$ cat src/rtl/epcs_flash_slave.sv
// EPCS serial flash slave: decodes READ, RDSR, WREN, WRDI, PP and RDID from an SPI master
// and bridges them onto a simple byte-wide backing-memory port in the sys_clk domain.
module epcs_flash_slave #(
    parameter logic [7:0]  SILICON_ID = 8'h14,
    parameter int unsigned MEM_AW     = 24
) (
    input  logic              sys_clk,
    input  logic              sys_rst,
    input  logic              epcs_dclk,
    input  logic              epcs_sce,
    input  logic              epcs_sdo,
    output logic              epcs_data0,
    output logic              epcs_data0_oe,
    output logic [MEM_AW-1:0] mem_addr,
    output logic              mem_rd,
    input  logic [7:0]        mem_rdata,
    output logic              mem_wr,
    output logic [7:0]        mem_wdata
);

    typedef enum logic [3:0] {
        StIdle, StCmd, StAddr, StDummy, StRdData, StStatus, StRdid, StProg, StIgnore
    } state_e;

    state_e      state_q, state_d;
    logic [1:0]  dclk_sync_q, sce_sync_q, sdo_sync_q;
    logic        dclk_prev_q;
    logic [2:0]  bit_cnt_q, bit_cnt_d;
    logic [1:0]  byte_cnt_q, byte_cnt_d;
    logic [6:0]  sr_q, sr_d;
    logic [23:0] addr_q, addr_d;
    logic [7:0]  tx_q, tx_d;
    logic        data0_q, data0_d;
    logic        oe_q, oe_d;
    logic        mem_rd_q, mem_rd_d;
    logic        rd_dly_q;
    logic        mem_wr_q, mem_wr_d;
    logic [7:0]  wdata_q, wdata_d;
    logic        wel_q, wel_d;
    logic        armed_q, armed_d;
    logic        is_pp_q, is_pp_d;
    logic        wren_q, wren_d;
    logic        wrdi_q, wrdi_d;
    logic        pp_done_q, pp_done_d;

    logic        dclk_s, sce_s, sdo_s;
    logic        dclk_rise, dclk_fall, last_bit;
    logic [7:0]  byte_in, status;

    assign dclk_s    = dclk_sync_q[1];
    assign sce_s     = sce_sync_q[1];
    assign sdo_s     = sdo_sync_q[1];
    assign dclk_rise = dclk_s & ~dclk_prev_q;
    assign dclk_fall = ~dclk_s & dclk_prev_q;
    assign last_bit  = dclk_rise && (bit_cnt_q == 3'd7);
    assign byte_in   = {sr_q, sdo_s};
    assign status    = {6'b0, wel_q, 1'b0};

    assign epcs_data0    = data0_q;
    assign epcs_data0_oe = oe_q;
    assign mem_addr      = addr_q[MEM_AW-1:0];
    assign mem_rd        = mem_rd_q;
    assign mem_wr        = mem_wr_q;
    assign mem_wdata     = wdata_q;

    always_ff @(posedge sys_clk or posedge sys_rst) begin
        if (sys_rst) begin
            state_q     <= StIdle;
            dclk_sync_q <= 2'b0;
            sce_sync_q  <= 2'b0;
            sdo_sync_q  <= 2'b0;
            dclk_prev_q <= 1'b0;
            bit_cnt_q   <= 3'd0;
            byte_cnt_q  <= 2'd0;
            sr_q        <= 7'd0;
            addr_q      <= 24'd0;
            tx_q        <= 8'd0;
            data0_q     <= 1'b0;
            oe_q        <= 1'b0;
            mem_rd_q    <= 1'b0;
            rd_dly_q    <= 1'b0;
            mem_wr_q    <= 1'b0;
            wdata_q     <= 8'd0;
            wel_q       <= 1'b0;
            armed_q     <= 1'b0;
            is_pp_q     <= 1'b0;
            wren_q      <= 1'b0;
            wrdi_q      <= 1'b0;
            pp_done_q   <= 1'b0;
        end else begin
            state_q     <= state_d;
            dclk_sync_q <= {dclk_sync_q[0], epcs_dclk};
            sce_sync_q  <= {sce_sync_q[0], epcs_sce};
            sdo_sync_q  <= {sdo_sync_q[0], epcs_sdo};
            dclk_prev_q <= dclk_s;
            bit_cnt_q   <= bit_cnt_d;
            byte_cnt_q  <= byte_cnt_d;
            sr_q        <= sr_d;
            addr_q      <= addr_d;
            tx_q        <= tx_d;
            data0_q     <= data0_d;
            oe_q        <= oe_d;
            mem_rd_q    <= mem_rd_d;
            rd_dly_q    <= mem_rd_q;
            mem_wr_q    <= mem_wr_d;
            wdata_q     <= wdata_d;
            wel_q       <= wel_d;
            armed_q     <= armed_d;
            is_pp_q     <= is_pp_d;
            wren_q      <= wren_d;
            wrdi_q      <= wrdi_d;
            pp_done_q   <= pp_done_d;
        end
    end

    always_comb begin
        state_d    = state_q;
        bit_cnt_d  = bit_cnt_q;
        byte_cnt_d = byte_cnt_q;
        sr_d       = sr_q;
        addr_d     = addr_q;
        tx_d       = tx_q;
        data0_d    = data0_q;
        oe_d       = oe_q;
        mem_rd_d   = 1'b0;
        mem_wr_d   = 1'b0;
        wdata_d    = wdata_q;
        wel_d      = wel_q;
        armed_d    = armed_q;
        is_pp_d    = is_pp_q;
        wren_d     = wren_q;
        wrdi_d     = wrdi_q;
        pp_done_d  = pp_done_q;

        // Page-program address advances the cycle after the strobe so mem_addr is stable with it
        if (mem_wr_q) addr_d[7:0] = addr_q[7:0] + 8'd1;

        if (sce_s) begin
            state_d    = StIdle;
            bit_cnt_d  = 3'd0;
            byte_cnt_d = 2'd0;
            sr_d       = 7'd0;
            data0_d    = 1'b0;
            oe_d       = 1'b0;
            armed_d    = 1'b1;
            if (wren_q) wel_d = 1'b1;
            if (wrdi_q || pp_done_q) wel_d = 1'b0;
            wren_d     = 1'b0;
            wrdi_d     = 1'b0;
            pp_done_d  = 1'b0;
            is_pp_d    = 1'b0;
        end else begin
            if (dclk_rise && state_q != StIdle) begin
                sr_d      = byte_in[6:0];
                bit_cnt_d = bit_cnt_q + 3'd1;
                // Any bit after WREN/WRDI disqualifies it
                wren_d    = 1'b0;
                wrdi_d    = 1'b0;
            end
            if (dclk_fall && (state_q inside {StRdData, StStatus, StRdid})) begin
                data0_d = tx_q[7];
                tx_d    = {tx_q[6:0], 1'b0};
            end
            if (rd_dly_q) tx_d = mem_rdata;

            unique case (state_q)
                StIdle: if (armed_q) state_d = StCmd;
                StCmd: begin
                    if (last_bit) begin
                        case (byte_in)
                            8'h03: begin
                                state_d = StAddr;
                                is_pp_d = 1'b0;
                            end
                            8'h02: begin
                                state_d = wel_q ? StAddr : StIgnore;
                                is_pp_d = wel_q;
                            end
                            8'h05: begin
                                state_d = StStatus;
                                tx_d    = status;
                                oe_d    = 1'b1;
                            end
                            8'hAB: state_d = StDummy;
                            8'h06: begin
                                state_d = StIgnore;
                                wren_d  = 1'b1;
                            end
                            8'h04: begin
                                state_d = StIgnore;
                                wrdi_d  = 1'b1;
                            end
                            default: state_d = StIgnore;
                        endcase
                    end
                end
                StAddr: begin
                    if (dclk_rise) addr_d = {addr_q[22:0], sdo_s};
                    if (last_bit) begin
                        byte_cnt_d = byte_cnt_q + 2'd1;
                        if (byte_cnt_q == 2'd2) begin
                            byte_cnt_d = 2'd0;
                            if (is_pp_q) begin
                                state_d = StProg;
                            end else begin
                                state_d  = StRdData;
                                oe_d     = 1'b1;
                                mem_rd_d = 1'b1;
                            end
                        end
                    end
                end
                StDummy: begin
                    if (last_bit) begin
                        byte_cnt_d = byte_cnt_q + 2'd1;
                        if (byte_cnt_q == 2'd2) begin
                            byte_cnt_d = 2'd0;
                            state_d    = StRdid;
                            tx_d       = SILICON_ID;
                            oe_d       = 1'b1;
                        end
                    end
                end
                StRdData: begin
                    if (last_bit) begin
                        addr_d                = 24'd0;
                        addr_d[MEM_AW-1:0]    = addr_q[MEM_AW-1:0] + MEM_AW'(1);
                        mem_rd_d              = 1'b1;
                    end
                end
                StStatus: if (last_bit) tx_d = status;
                StRdid:   if (last_bit) tx_d = SILICON_ID;
                StProg: begin
                    if (last_bit) begin
                        mem_wr_d  = 1'b1;
                        wdata_d   = byte_in;
                        pp_done_d = 1'b1;
                    end
                end
                StIgnore: ;
                default:  state_d = StIdle;
            endcase
        end
    end

endmodule
$ cat config.mk
export PLATFORM = sky130hd
export DESIGN_NAME = epcs_flash_slave
export DESIGN_NICKNAME = d
export VERILOG_FILES = /design/src/rtl/epcs_flash_slave.sv
export SDC_FILE = /design/constraint.sdc
export NUM_CORES = 1
export LEC_CHECK = 0
export CORE_MARGIN = 10
export CORE_UTILIZATION = 55
export CTS_CLUSTER_SIZE = 12
export DETAILED_ROUTE_END_ITERATION = 10
export MAX_ROUTING_LAYER = met4
export PLACE_DENSITY = 0.8
export SYNTH_ARGS = -nofsm -noshare
export SYNTH_HDL_FRONTEND = slang
export SYNTH_SLANG_ARGS = --single-unit
$ cat constraint.sdc
create_clock -name sys_clk -period 2.8 [get_ports sys_clk]
set_input_delay 0.56 -clock sys_clk [delete_from_list [all_inputs] [get_ports sys_clk]]
set_output_delay 0.56 -clock sys_clk [all_outputs]
set_load 0.005 [all_outputs]
**Word-level counts from Yosys, hierarchy flattened**

Index checks and enable logic that the tools add are counted.

- Word-level logic and storage cells: 157
- Bits in registers: 74

- Eq/ne operators: 27
- Mux-type cells: 71
- Bitwise logic cells: 5
- $add $sub $neg: 4
- Reductions and logical operators: 27

Operator list:

| operator | number |
|---|---|
| two-way mux 8 bit | 10 |
| two-way mux 24 bit | 2 |
| one-hot mux 24 bit (2 select lines) | 1 |
| two-way mux 1 bit | 35 |
| two-way mux 4 bit | 8 |
| one-hot mux 8 bit (4 select lines) | 1 |
| adder 24 x 1 -> 24 bit (second input constant) | 1 |
| equality test 8 x 3 -> 1 bit (second input constant) | 3 |
| != test 3 bit (second input constant) | 8 |
| one-hot mux 4 bit (5 select lines) | 1 |
| equality test 4 x 3 -> 1 bit (second input constant) | 4 |
| equality test 8 x 2 -> 1 bit (second input constant) | 2 |
| one-hot mux 4 bit (4 select lines) | 1 |
| nonzero test 2 bit | 8 |
| two-way mux 7 bit | 2 |
| two-way mux 2 bit | 5 |
| adder 8 x 1 -> 8 bit (second input constant) | 1 |
| equality test 4 x 2 -> 1 bit (second input constant) | 2 |
| equality test 8 bit (second input constant) | 1 |
| AND reduction 8 bit | 1 |
| nonzero test 4 bit | 2 |
| AND reduction 7 bit | 1 |
| two-way mux 3 bit | 2 |
| AND reduction 2 bit | 3 |
| other kinds (20) | 29 |

**Longest topological paths before layout**

- Word-level depth: 8
- Gate-level depth with buffers: 9
- Gate-level depth less buffers: 7

**Least setup slack after synthesis**

OpenSTA, ideal clock, no wires.

- Path type: register to register
- Start: register bit_cnt_q[0]
- End: register state_q[3]
- Path buffers: 1
- Path slack: 0.781 ns
- Stages on the path, launching flop included: 9
- Arrival time: 1.894 ns
- Data required time: 2.675 ns
- Period minus slack after synthesis: 2.019 ns
- Setup time: 0.125 ns
- Cells stage by stage: dfrtp_1 -> ha_1 -> ha_1 -> nand3b_1 -> clkbuf_1 -> a221oi_1 -> nor2_1 -> o211ai_2 -> mux2_2

- Cells in the longest elaborated chain, start to end: 4

Ends and longest elaborated chain:

| item | line | RTL |
|---|---|---|
| start, declared | 28 | `logic [2:0] bit_cnt_q, bit_cnt_d;` |
| start signal, assigned | 96 | `bit_cnt_q <= bit_cnt_d;` |
| equality test 3 bit (*) | 55 | `assign last_bit = dclk_rise && (bit_cnt_q == 3'd7);` |
| logical AND 1 bit (*) | 55 |  |
| != test 3 bit (no source line) | - |  |
| AND reduction 7 bit (no source line) (*) | - |  |
| end signal, assigned | 68 | `state_q <= StIdle;` |
| end signal, assigned | 91 | `state_q <= state_d;` |
| end, declared | 25 | `state_e state_q, state_d;` |

Mark *: on every way between the ends. The rest lies on a longest branch, timed or not.
A chain may end at the register's enable or synchronous reset.

**Worst setup path after layout**

- Start: register bit_cnt_q[0]
- End: register wdata_q[7] (netlist: mem_wdata[7])

- Cells in the longest elaborated chain, start to end: 3

Ends and longest elaborated chain:

| item | line | RTL |
|---|---|---|
| equality test 3 bit | 55 |  |
| logical AND 1 bit | 55 |  |
| AND reduction 3 bit (no source line) | - |  |
| end signal, assigned | 106 | `wdata_q <= wdata_d;` |
| end, declared | 38 | `logic [7:0] wdata_q, wdata_d;` |

No other way between the ends.

==> results.py <==
metrics = {
    "layout": {
        "syn_to_final_growth_pct": 19.69,
        "drive_above_1_share_pct": 13.18,
        "final_net_count": 504,
        "diodes": 0,
        "final_area_um2": 5072,
        "final_util_pct": 68.83,
        "final_cell_count_no_fill": 592,
        "fillers": 577,
        "final_common_cell": "dfrtp_1",
        "final_cell_mix": "dfrtp_1, clkdlybuf4s50_1, nor2_1, o21ai_0, nand2_1",
    },
    "sta": {
        "finalMaxSlewViolations": 0,
        "maxSlewHeadroom_pct": 56.76,
        "rsz0062_at_grt": "no",
        "fmax_ghz": 0.4287,
        "worst_pin_slew_ns": 0.6477,
        "final.setup_skew_ns": 0.01052,
        "finalCriticalPeriod_ns": 2.333,
        "hold_viol_final": 0,
        "setup_slack_ns": 0.4671,
        "whs_ns": 0.3528,
        "report.final.setup_viol": 0,
        "timing.final.crit_share_pct": 83.32,
        "tns_ns": 0,
    },
    "setup_path": {
        "ff2ff_setup_slack_ns": 0.47,
        "worstPathRequired_ns": 3.03,
        "crit_arrival_ns": 2.56,
        "crit_top_cell": "ha_1",
        "r2r_end": "mem_wdata[7]",
        "ff2ff_path_depth": 7,
        "max_stage_delay_ns": 0.52,
        "r2r-start": "bit_cnt_q[0]",
        "path_class": "flip-flop to flip-flop",
        "crit_chain": "ha_1 > ha_1 > nand3b_1 > buf_4 > nor3_1 > and3_1 > mux2_2",
        "cp-start-kind": "flip-flop",
        "slowest_stage": "and3_1",
        "critPathCaptureType": "flip-flop",
        "path_max_fanout": 12,
    },
    "grt": {
        "grt_max_degree": 33,
        "grt_pass1_vias": 3526,
        "grt_overflow": 0,
        "antenna_found_initial": 0,
        "grt_usage_pct": 19.04,
        "grt_pass1_wl_mm": 17.71,
    },
    "synthesis": {
        "ys_seq_area_share_pct": 43.70,
        "avgSynthCellArea_um2": 9.545,
        "async_flop_share_pct": 100.0,
        "synthXorXnorAreaFrac_pct": 2.067,
        "yosysUniqueCellTypes": 72,
        "synth_enable_flop_cells": 0,
        "muxShareOfSynthArea_pct": 7.204,
        "postSynthCellCount": 444,
        "ys_ff_latch": 74,
        "synth_compound_area_share_pct": 19.60,
        "syn_nets": 460,
        "syn_area_um2": 4238,
        "synth-simple-area-share_pct": 21.82,
        "synth_top_family_by_area": "simple AND/OR/NAND/NOR gates",
        "synth-main-ff-cell": "dfrtp_1",
        "synth_adder_area_share_pct": 0.8857,
        "synth_warnings": 0,
    },
    "clocking": {
        "clock_path_buffers": 2,
        "path_clk_slew_ns": 0.08,
        "cts_tree": "yes",
        "cts_made_buffers": 9,
        "cts_resized": 0,
        "insertion_delay_ns": 0.35,
        "clock_sinks": 74,
        "root_buffer": "clkbuf_8",
        "hold_buffers": 0,
        "htreeDepth": 3,
        "cts_setup_buffers": 0,
    },
    "place": {
        "gp_congestion": 0.9641,
        "place_ws_ns": 0.4557,
        "dpl.hpwl_mm": 7.508,
        "place_area_um2": 4821,
        "placed_cells": 576,
        "port_buffers": 48,
    },
    "power_and_ir_drop": {
        "p_per_area_nw_per_um2": 516.6,
        "leakage_nw": 2.129,
        "peakVddDrop_uv": 404.2,
        "finalPower_mw": 2.621,
    },
    "status": {
        "status": "finished, final reports clean",
    },
    "die": {
        "die_area_um2": 11620,
        "core_area_um2": 7370,
        "die_h_um": 107.8,
        "num_rows": 31,
        "die_w_um": 107.8,
        "initial_utilization_pct": 57.50,
        "ios": 49,
    },
    "worst_hold_path": {
        "holdCritPathClass": "flip-flop to flip-flop",
        "min_from": "dclk_sync_q[0]",
        "min_delay_path_depth": 0,
        "min_to": "dclk_sync_q[1]",
    },
    "routing": {
        "firstDrtPassIters": 5,
        "drtIter0Drc": 289,
        "drc": 0,
        "vias": 3656,
        "via_per_inst": 6.176,
        "drt_wl_total_mm": 10.56,
        "postRouteAntennaNets": 0,
        "wl_per_cell_um": 17.84,
    },
    "job": {
        "maxCapViolCount": 0,
    },
}
==> cells in the mapped netlist, drive strengths merged, types with 6 or more instances <==
cell | count | share of area (%)
dfrtp | 74 | 44
nor2 | 45 | 4.0
o21ai | 38 | 4.6
nand2 | 34 | 3.0
buf | 20 | 2.6
mux2i | 17 | 4.0
a21oi | 16 | 1.9
inv | 15 | 1.3
nor3 | 13 | 1.5
mux2 | 12 | 3.2
nand3 | 11 | 1.3
a22oi | 9 | 1.6
clkbuf | 9 | 0.80
and3 | 8 | 1.2
a32o | 7 | 1.7
nor2b | 7 | 1.0
nor4 | 7 | 1.7
o22ai | 7 | 1.0
o31ai | 7 | 1.2
nand2b | 6 | 0.89
nand4 | 6 | 1.0
o211ai | 6 | 1.2
xor2 | 6 | 1.2
==> cells by family after synthesis <==
group           Yosys count
simple gates            164
compound gates          120
flops                    74
buf+inv                  44
mux                      29
xor+xnor                 10
fa+ha+maj                 3
==> flip-flops by register name, indices dropped and copies added (netlist names), 2 cells and up <==
register	flops
byte_cnt_q	2
sce_sync_q	2
sdo_sync_q	2
state_q	4
tx_q	8
mem_addr	24
dclk_sync_q	2
sr_q	7
mem_wdata	8
bit_cnt_q	3
==> worst max-delay path: cells and delay by family, from the launching register on <==
kind / cells / cell delay [ns]
simple gates: 3 / 0.88
mux: 1 / 0.40
flops: 1 / 0.37
fa+ha+maj: 2 / 0.37
buf+inv: 1 / 0.19
==> metal layers <==
layer	track usage [%]	wire [um]	up-vias
met5	-	0	-
met4	6.870	189	0
met3	3.353	619	22
met2	28.92	4984	127
met1	24.91	4767	1775
li1	-	-	1732
==> final cells by class <==
type,count,area [um2],area share (%)
sequential,74,1852,36.51
inverter,15,56.30,1.110
timing repair buffer,62,598.1,11.79
tap,99,123.9,2.442
clock buffer,11,151.4,2.985
multi-input combinational,326,2191,43.19
clock inverter,5,100.1,1.973
==> worst max path at each step <==
stage	start	to	slack (ns)	cells past startpoint
3_3_place_gp	bit_cnt_q[0]	mem_wdata[7]	0.49	7
3_5_place_dp	bit_cnt_q[0]	mem_wdata[3]	0.46	7
5_1_grt	bit_cnt_q[0]	mem_wdata[1]	0.32	7
2_1_floorplan	sys_rst	armed_q	0.36	1
6_report	bit_cnt_q[0]	mem_wdata[7]	0.47	7
4_1_cts	bit_cnt_q[0]	mem_wdata[7]	0.46	7
==> power by group <==
group	internal [mW]	switching, mW	total (mW)
Clock	0.638	0.405	1.04
Combinational	0.181	0.215	0.396
Sequential	1.10	0.0766	1.18
Note: power is estimated with default switching activity, not from simulation.
